`config.mk`:
```
export PLATFORM = sky130hd
export DESIGN_NAME = mem_stage_ctrl
export DESIGN_NICKNAME = d
export VERILOG_FILES = /design/src/rtl/mem_stage_ctrl_pkg.sv /design/src/rtl/mem_stage_ctrl_byte_align.sv /design/src/rtl/mem_stage_ctrl.sv
export SDC_FILE = /design/constraint.sdc
export NUM_CORES = 1
export LEC_CHECK = 0
export ABC_CLOCK_PERIOD_IN_PS = 4300
export CORE_ASPECT_RATIO = 0.8
export CORE_MARGIN = 2
export CORE_UTILIZATION = 30
export DETAILED_ROUTE_END_ITERATION = 6
export PLACE_DENSITY_LB_ADDON = 0.25
export SYNTH_ARGS = -nofsm -noshare
export SYNTH_HDL_FRONTEND = slang
export SYNTH_SLANG_ARGS = --single-unit
```
`constraint.sdc`:
```
create_clock -name clk -period 4.3 [get_ports clk]
set_clock_uncertainty 0.2 [all_clocks]
set_input_delay 0.645 -clock clk [delete_from_list [all_inputs] [get_ports clk]]
set_output_delay 0.645 -clock clk [all_outputs]
set_load 0.005 [all_outputs]
```
`src/rtl/mem_stage_ctrl_pkg.sv`:
```
// lc3b_types: shared LC-3b word, opcode and instruction-packet types plus MEM-stage helpers.
package lc3b_types;
  typedef logic [15:0] lc3b_word;
  typedef enum logic [3:0] {
    op_br  = 4'b0000, op_add = 4'b0001, op_ldb = 4'b0010, op_stb = 4'b0011,
    op_jsr = 4'b0100, op_and = 4'b0101, op_ldr = 4'b0110, op_str = 4'b0111,
    op_rti = 4'b1000, op_not = 4'b1001, op_ldi = 4'b1010, op_sti = 4'b1011,
    op_jmp = 4'b1100, op_shf = 4'b1101, op_lea = 4'b1110, op_trap = 4'b1111
  } lc3b_opcode;
  typedef struct packed {
    lc3b_opcode opcode;
    logic [2:0] dr;
    lc3b_word   pc;
  } lc3b_ipacket;
  typedef enum logic [1:0] {IDLE, ACC1, PTR, ACC2} mem_state_t;
  function automatic logic is_mem_op(lc3b_opcode op);
    return op inside {op_ldr, op_str, op_ldb, op_stb, op_ldi, op_sti};
  endfunction
  function automatic logic is_load_op(lc3b_opcode op);
    return op inside {op_ldr, op_ldb, op_ldi};
  endfunction
endpackage

```
`src/rtl/mem_stage_ctrl_byte_align.sv`:
```
// mem_byte_align: byte-lane write mask/data replication and LDB byte extract/extend.
module mem_byte_align
  import lc3b_types::*;
#(
  parameter bit LDB_SEXT = 1'b1
) (
  input  logic       byte_op,
  input  logic       addr0,
  input  lc3b_word   sr,
  input  lc3b_word   rdata,
  output logic [1:0] wmask,
  output lc3b_word   wdata,
  output lc3b_word   ldb_data
);
  logic [7:0] b;
  always_comb begin
    b        = addr0 ? rdata[15:8] : rdata[7:0];
    wmask    = !byte_op ? 2'b11 : addr0 ? 2'b10 : 2'b01;
    wdata    = byte_op ? {sr[7:0], sr[7:0]} : sr;
    ldb_data = {{8{LDB_SEXT && b[7]}}, b};
  end
endmodule

```
`src/rtl/mem_stage_ctrl.sv`:
```
// mem_stage_ctrl: MEM stage sequencer for single and indirect data-memory accesses.
// Stall and request outputs depend only on registered state so the upstream stall loop stays open.
module mem_stage_ctrl
  import lc3b_types::*;
#(
  parameter bit LDB_SEXT = 1'b1
) (
  input  logic        clk,
  input  logic        rst_n,
  input  lc3b_ipacket in_ipacket,
  input  lc3b_word    meat_alu_out,
  input  lc3b_word    meat_addrgen_out,
  input  lc3b_word    sr_store_in,
  input  logic        hold,
  input  lc3b_word    dmem_rdata,
  input  logic        dmem_resp,
  output lc3b_word    dmem_addr,
  output logic        dmem_read,
  output logic        dmem_write,
  output logic [1:0]  dmem_wmask,
  output lc3b_word    dmem_wdata,
  output logic        load_addr,
  output logic        mem_stall,
  output lc3b_ipacket out_ipacket,
  output lc3b_word    alu_pass_out,
  output lc3b_word    mem_rdata_out
);
  mem_state_t  state_q, state_d;
  lc3b_ipacket pkt_q, pkt_d, out_pkt_q, out_pkt_d;
  lc3b_word    addr_q, addr_d, sr_q, sr_d, alu_q, alu_d;
  lc3b_word    alu_out_q, alu_out_d, rdata_out_q, rdata_out_d, ldb_data;
  logic        hold_q, hold_d, acc, ptr_rd, ld, done;
  mem_byte_align #(.LDB_SEXT(LDB_SEXT)) u_align (
    .byte_op (!ptr_rd && (pkt_q.opcode == op_ldb || pkt_q.opcode == op_stb)),
    .addr0   (addr_q[0]),
    .sr      (sr_q),
    .rdata   (dmem_rdata),
    .wmask   (dmem_wmask),
    .wdata   (dmem_wdata),
    .ldb_data(ldb_data)
  );
  always_comb begin
    acc         = state_q == ACC1 || state_q == ACC2;
    ptr_rd      = state_q == ACC1 && hold_q;
    ld          = is_load_op(pkt_q.opcode);
    done        = acc && dmem_resp && !ptr_rd;
    state_d     = state_q;
    pkt_d       = pkt_q;
    addr_d      = addr_q;
    sr_d        = sr_q;
    alu_d       = alu_q;
    hold_d      = hold_q;
    out_pkt_d   = '0;
    alu_out_d   = alu_out_q;
    rdata_out_d = rdata_out_q;
    if (state_q == IDLE && is_mem_op(in_ipacket.opcode)) begin
      state_d = ACC1;
      pkt_d   = in_ipacket;
      addr_d  = meat_addrgen_out;
      sr_d    = sr_store_in;
      alu_d   = meat_alu_out;
      hold_d  = hold;
    end else if (state_q == IDLE) begin
      out_pkt_d   = in_ipacket;
      alu_out_d   = meat_alu_out;
      rdata_out_d = '0;
    end
    if (ptr_rd && dmem_resp) begin
      state_d = PTR;
      addr_d  = dmem_rdata;
    end
    if (state_q == PTR) begin
      state_d = ACC2;
      hold_d  = 1'b0;
    end
    if (done) begin
      state_d     = IDLE;
      out_pkt_d   = pkt_q;
      alu_out_d   = alu_q;
      rdata_out_d = !ld ? '0 : (pkt_q.opcode == op_ldb) ? ldb_data : dmem_rdata;
    end
  end
  always_ff @(posedge clk or negedge rst_n) begin
    if (!rst_n) begin
      state_q     <= IDLE;
      pkt_q       <= '0;
      addr_q      <= '0;
      sr_q        <= '0;
      alu_q       <= '0;
      hold_q      <= 1'b0;
      out_pkt_q   <= '0;
      alu_out_q   <= '0;
      rdata_out_q <= '0;
    end else begin
      state_q     <= state_d;
      pkt_q       <= pkt_d;
      addr_q      <= addr_d;
      sr_q        <= sr_d;
      alu_q       <= alu_d;
      hold_q      <= hold_d;
      out_pkt_q   <= out_pkt_d;
      alu_out_q   <= alu_out_d;
      rdata_out_q <= rdata_out_d;
    end
  end
  assign dmem_addr     = {addr_q[15:1], 1'b0};
  assign dmem_read     = acc && (ptr_rd || ld);
  assign dmem_write    = acc && !ptr_rd && !ld;
  assign load_addr     = state_q == PTR;
  assign mem_stall     = state_q != IDLE;
  assign out_ipacket   = out_pkt_q;
  assign alu_pass_out  = alu_out_q;
  assign mem_rdata_out = rdata_out_q;
endmodule

```
==> impl_table.tex <==
\begin{tabular}{lr}
\hline
Metric & Value \\
\hline
\multicolumn{2}{l}{\textbf{Placement}} \\
RePlAce Congestion & around 0.77 \\
Placement Cell Area & about 0.0075 mm2 \\
Hpwl dp & about 10000 um \\
Place WS & between 1000 and 1500 ps \\
\# port buffers & approximately 180 \\
\multicolumn{2}{l}{\textbf{Logic synthesis}} \\
Xor-xnor portion of the synthesized cell area & 0 \\
Netlist cell types & 36 \\
Average footprint of a synthesized cell & around 14 um2 \\
Fraction of the mapped netlist area in compound gates & 0.159 \\
Combinational family with the most area after synthesis & multiplexers \\
Net count after synthesis & approximately 480 \\
Share of synthesized cell area in and, or, nand and nor gates & 0.0555 \\
Share of flip-flops with an asynchronous set or reset after synthesis & 1.00 \\
Synthesized instance count & 384 \\
Synthesized-area fraction occupied by adder cells & 0 \\
Sequential share of the synthesized area & 0.582 \\
Number of enable-type register cells in the synthesized netlist & 0 \\
Yosys warns & 0 \\
Mapped cell area & 0.00555 mm2 \\
Seq cells post-synth & 129 \\
Proportion of synthesized area in mux cells & 0.161 \\
Predominant post-synthesis flop cell & sky130\_fd\_sc\_hd\_\_dfrtp\_1 \\
\multicolumn{2}{l}{\textbf{Timing}} \\
Final Max Tran Viols & 0 \\
Final hold violation count & 0 \\
Final worst slack & between 800 and 900 ps \\
Headroom to the max-slew limit & 0.319 \\
Setup TNS Final & 0 ps \\
Time the final worst path needs with I/O delays and setup & 3460 ps \\
Setup repair after global routing missed its margin & no \\
Setup violation total in the final timing report & 0 \\
Max Clk Rate & slightly below 300 MHz \\
Transition time of the tightest slew-check pin & 1020 ps \\
Fraction of the cycle the final worst path needs & 0.804 \\
\multicolumn{2}{l}{\textbf{Final layout}} \\
Number of antenna diodes & 0 \\
Final non-filler cell area & 0.00804 mm2 \\
Commonest cells after routing, fill and taps aside & sky130\_fd\_sc\_hd\_\_clkdlybuf4s50\_1 (181), sky130\_fd\_sc\_hd\_\_dfrtp\_1 (129), sky130\_fd\_sc\_hd\_\_mux2\_4 (52) \\
Post-layout net count & between 600 and 700 \\
Area added between synthesis and finish & 45.0\% \\
Post-layout util & 0.444 \\
Share of final-layout standard cells stronger than drive strength 1 & 0.181 \\
Most common library cell in the layout ignoring fill and taps & sky130\_fd\_sc\_hd\_\_clkdlybuf4s50\_1 \\
\multicolumn{2}{l}{\textbf{Floorplanning}} \\
Die outline width & 156 um \\
Initial core utilization & 0.306 \\
FP Rows & 44 \\
Number of top-level pins & around 180 \\
Area of the core & 0.0181 mm2 \\
Die ar. & 0.0196 mm2 \\
Die height & around 130 um \\
\multicolumn{2}{l}{\textbf{Critical path}} \\
Reg-to-Reg Start & state\_q[0] \\
Kind of cell adding the most delay to the critical path & simple AND/OR/NAND/NOR gates \\
Largest fanout on the critical path & 8 \\
Crit path required time & between 3000 and 4000 ps \\
Worst path bufs/invs & 1 \\
Capturing point of the worst reg2reg path & addr\_q[12] \\
R2R setup slack & around 1800 ps \\
Arrival time at the worst endpoint & 2610 ps \\
Largest stage delay on the critical path & roughly 460 ps \\
Startpoint types & register \\
CP Cell Sequence & nor2b\_2 -> nand2\_1 -> nand3\_1 -> mux2\_2 -> clkdlybuf4s50\_1 \\
Critical path's slowest cell & sky130\_fd\_sc\_hd\_\_dfrtp\_1 \\
Critical Path End Type & output pin \\
Critical path class & reg2out \\
R2r worst-path depth & 5 \\
\multicolumn{2}{l}{\textbf{Routing}} \\
Routed via count divided by cell count & $\sim$4.7 \\
Number of violations reported at the end of detailed-routing iteration 0 & between 100 and 150 \\
Number of design rule violations left after detail routing & 0 \\
Wire length per cell & roughly 18 um \\
Detailed-route via count & 3775 \\
Overall routed net length & 14400 um \\
Router iterations before antenna repair & 4 \\
Antenna viol nets, final & 0 \\
\multicolumn{2}{l}{\textbf{Global routing}} \\
Tot GR Track Use & 0.154 \\
Largest net degree at the start of global routing & approximately 110 \\
Wire length of the first global-routing pass & 23200 um \\
Initial antenna violation count & 0 \\
Grt ovf & 0 \\
Vias in the first global route & 4188 \\
\multicolumn{2}{l}{\textbf{Pwr}} \\
Worst IR drop on VDD & approximately 280 uV \\
Total power of the final layout & between 6 and 7 mW \\
Areal power density over the cells & $\sim$750 mW/mm2 \\
Leak pwr & around 3.6 nW \\
\multicolumn{2}{l}{\textbf{Clock network}} \\
Clock Tree Root & sky130\_fd\_sc\_hd\_\_clkbuf\_16 \\
Setup Fix Bufs, Post-CTS & 0 \\
Clock slew seen by the registers of the worst setup and hold paths & 50 ps \\
Number of sinks driven by the clock tree & approximately 130 \\
TritonCTS buffer count & 17 \\
TritonCTS clock tree & done \\
Cts-stage hold buffer count & 0 \\
Buffers from clock root to sink, at most & 2 \\
Count of cells resized by post-cts repair & 0 \\
\# H-tree levels & 4 \\
Later-pin clock latency in the skew report & 410 ps \\
\multicolumn{2}{l}{\textbf{Worst hold path}} \\
Worst min path class & in2async \\
\multicolumn{2}{l}{\textbf{Run status}} \\
Result of the run & complete, no violations \\
\multicolumn{2}{l}{\textbf{Run}} \\
Number of max-cap violations & 0 \\
\hline
\end{tabular}
==> stage by stage <==
step	hold slack, ps	instances
floorplan	149	384
global route	235	798
global placement	262	769
detailed placement	265	769
finish	86.3	798
CTS	200	798
==> kinds of logic (layout without fill, tap and decap cells) <==
| group | count (synthesis) | count (layout) |
|---|---|---|
| other | 1 | 1 |
| buffers and inverters | 33 | 217 |
| and+or+nand+nor | 53 | 53 |
| AOI/OAI and AO/OA | 106 | 106 |
| DFF | 129 | 129 |
| muxes | 62 | 62 |
==> worst max-delay path by stage <==
| stage | from | to | slack, ps | cells after the start |
|---|---|---|---|---|
| 6_report | state_q[1] | dmem_wdata[13] | 840 | 5 |
| 5_1_grt | state_q[1] | dmem_wdata[13] | 650 | 5 |
| 4_1_cts | state_q[1] | dmem_wdata[13] | 780 | 5 |
| 3_5_place_dp | in_ipacket[20] | addr_q[14] | 1140 | 6 |
| 3_3_place_gp | in_ipacket[20] | addr_q[1] | 1200 | 6 |
| 2_1_floorplan | state_q[1] | dmem_wdata[10] | 2090 | 4 |
==> routing by layer <==
metal | global-route usage | up-vias | routed length, um
met1 | 0.212 | 1873 | 6850
met5 | 0 | - | 0
met3 | 0.0588 | 20 | 1140
met2 | 0.222 | 133 | 6150
li1 | - | 1749 | -
met4 | 0.0550 | 0 | 223
==> synth_stat cells (2+ instances only) <==
master                      number  area [um2]
sky130_fd_sc_hd__a21o_1         16         120
sky130_fd_sc_hd__a21oi_1         2        10.0
sky130_fd_sc_hd__a221o_1         7        70.1
sky130_fd_sc_hd__a22o_1         38         333
sky130_fd_sc_hd__and2_1          8        50.1
sky130_fd_sc_hd__buf_2           4        20.0
sky130_fd_sc_hd__buf_4          10        75.1
sky130_fd_sc_hd__buf_6           9         101
sky130_fd_sc_hd__clkbuf_1        8        30.0
sky130_fd_sc_hd__dfrtp_1       129        3230
sky130_fd_sc_hd__mux2_2          8        90.1
sky130_fd_sc_hd__mux2_4         52         781
sky130_fd_sc_hd__mux2i_1         2        20.0
sky130_fd_sc_hd__nand2_1         8        30.0
sky130_fd_sc_hd__nand2b_1        2        12.5
sky130_fd_sc_hd__nand3_1         3        15.0
sky130_fd_sc_hd__nand4_1         2        12.5
sky130_fd_sc_hd__nor2_1         20        75.1
sky130_fd_sc_hd__nor2b_1         2        12.5
sky130_fd_sc_hd__nor4b_4         2        47.6
sky130_fd_sc_hd__o21a_1         15         113
sky130_fd_sc_hd__o22a_1         15         131
sky130_fd_sc_hd__o2bb2ai_1       9        78.8
==> final cells by class <==
class,count,area [um2]
inverter,1,3.75
multi-input combinational,222,2100
sequential,129,3230
timing repair buffer,187,1870
fill,1651,10100
clock inverter,6,57.6
tap,230,288
clock buffer,23,488
==> registers in the layout, indices dropped and copies added, names as in the netlist <==
register       cells
out_ipacket       23
pkt_q             23
alu_q             16
addr_q            16
sr_q              16
alu_pass_out      16
hold_q             1
mem_rdata_out     16
state_q            2
==> worst reg2reg max path: stages, from the launching register on <==
cell and delay [ps]:
sky130_fd_sc_hd__dfrtp_1 510, sky130_fd_sc_hd__or3b_4 210, sky130_fd_sc_hd__nand2b_4 510, sky130_fd_sc_hd__buf_12 350, sky130_fd_sc_hd__nand2_2 310, sky130_fd_sc_hd__o21a_1 280
==> power breakdown <==
group          switching [mW]  total (mW)  leakage [nW]  internal (mW)
registers               0.355        2.16          1.57           1.81
logic                   0.902        2.55          1.79           1.65
clock network           0.504        1.35         0.271          0.842
total                    1.76        6.06          3.64           4.30
Power figures use the tool's default switching activity.
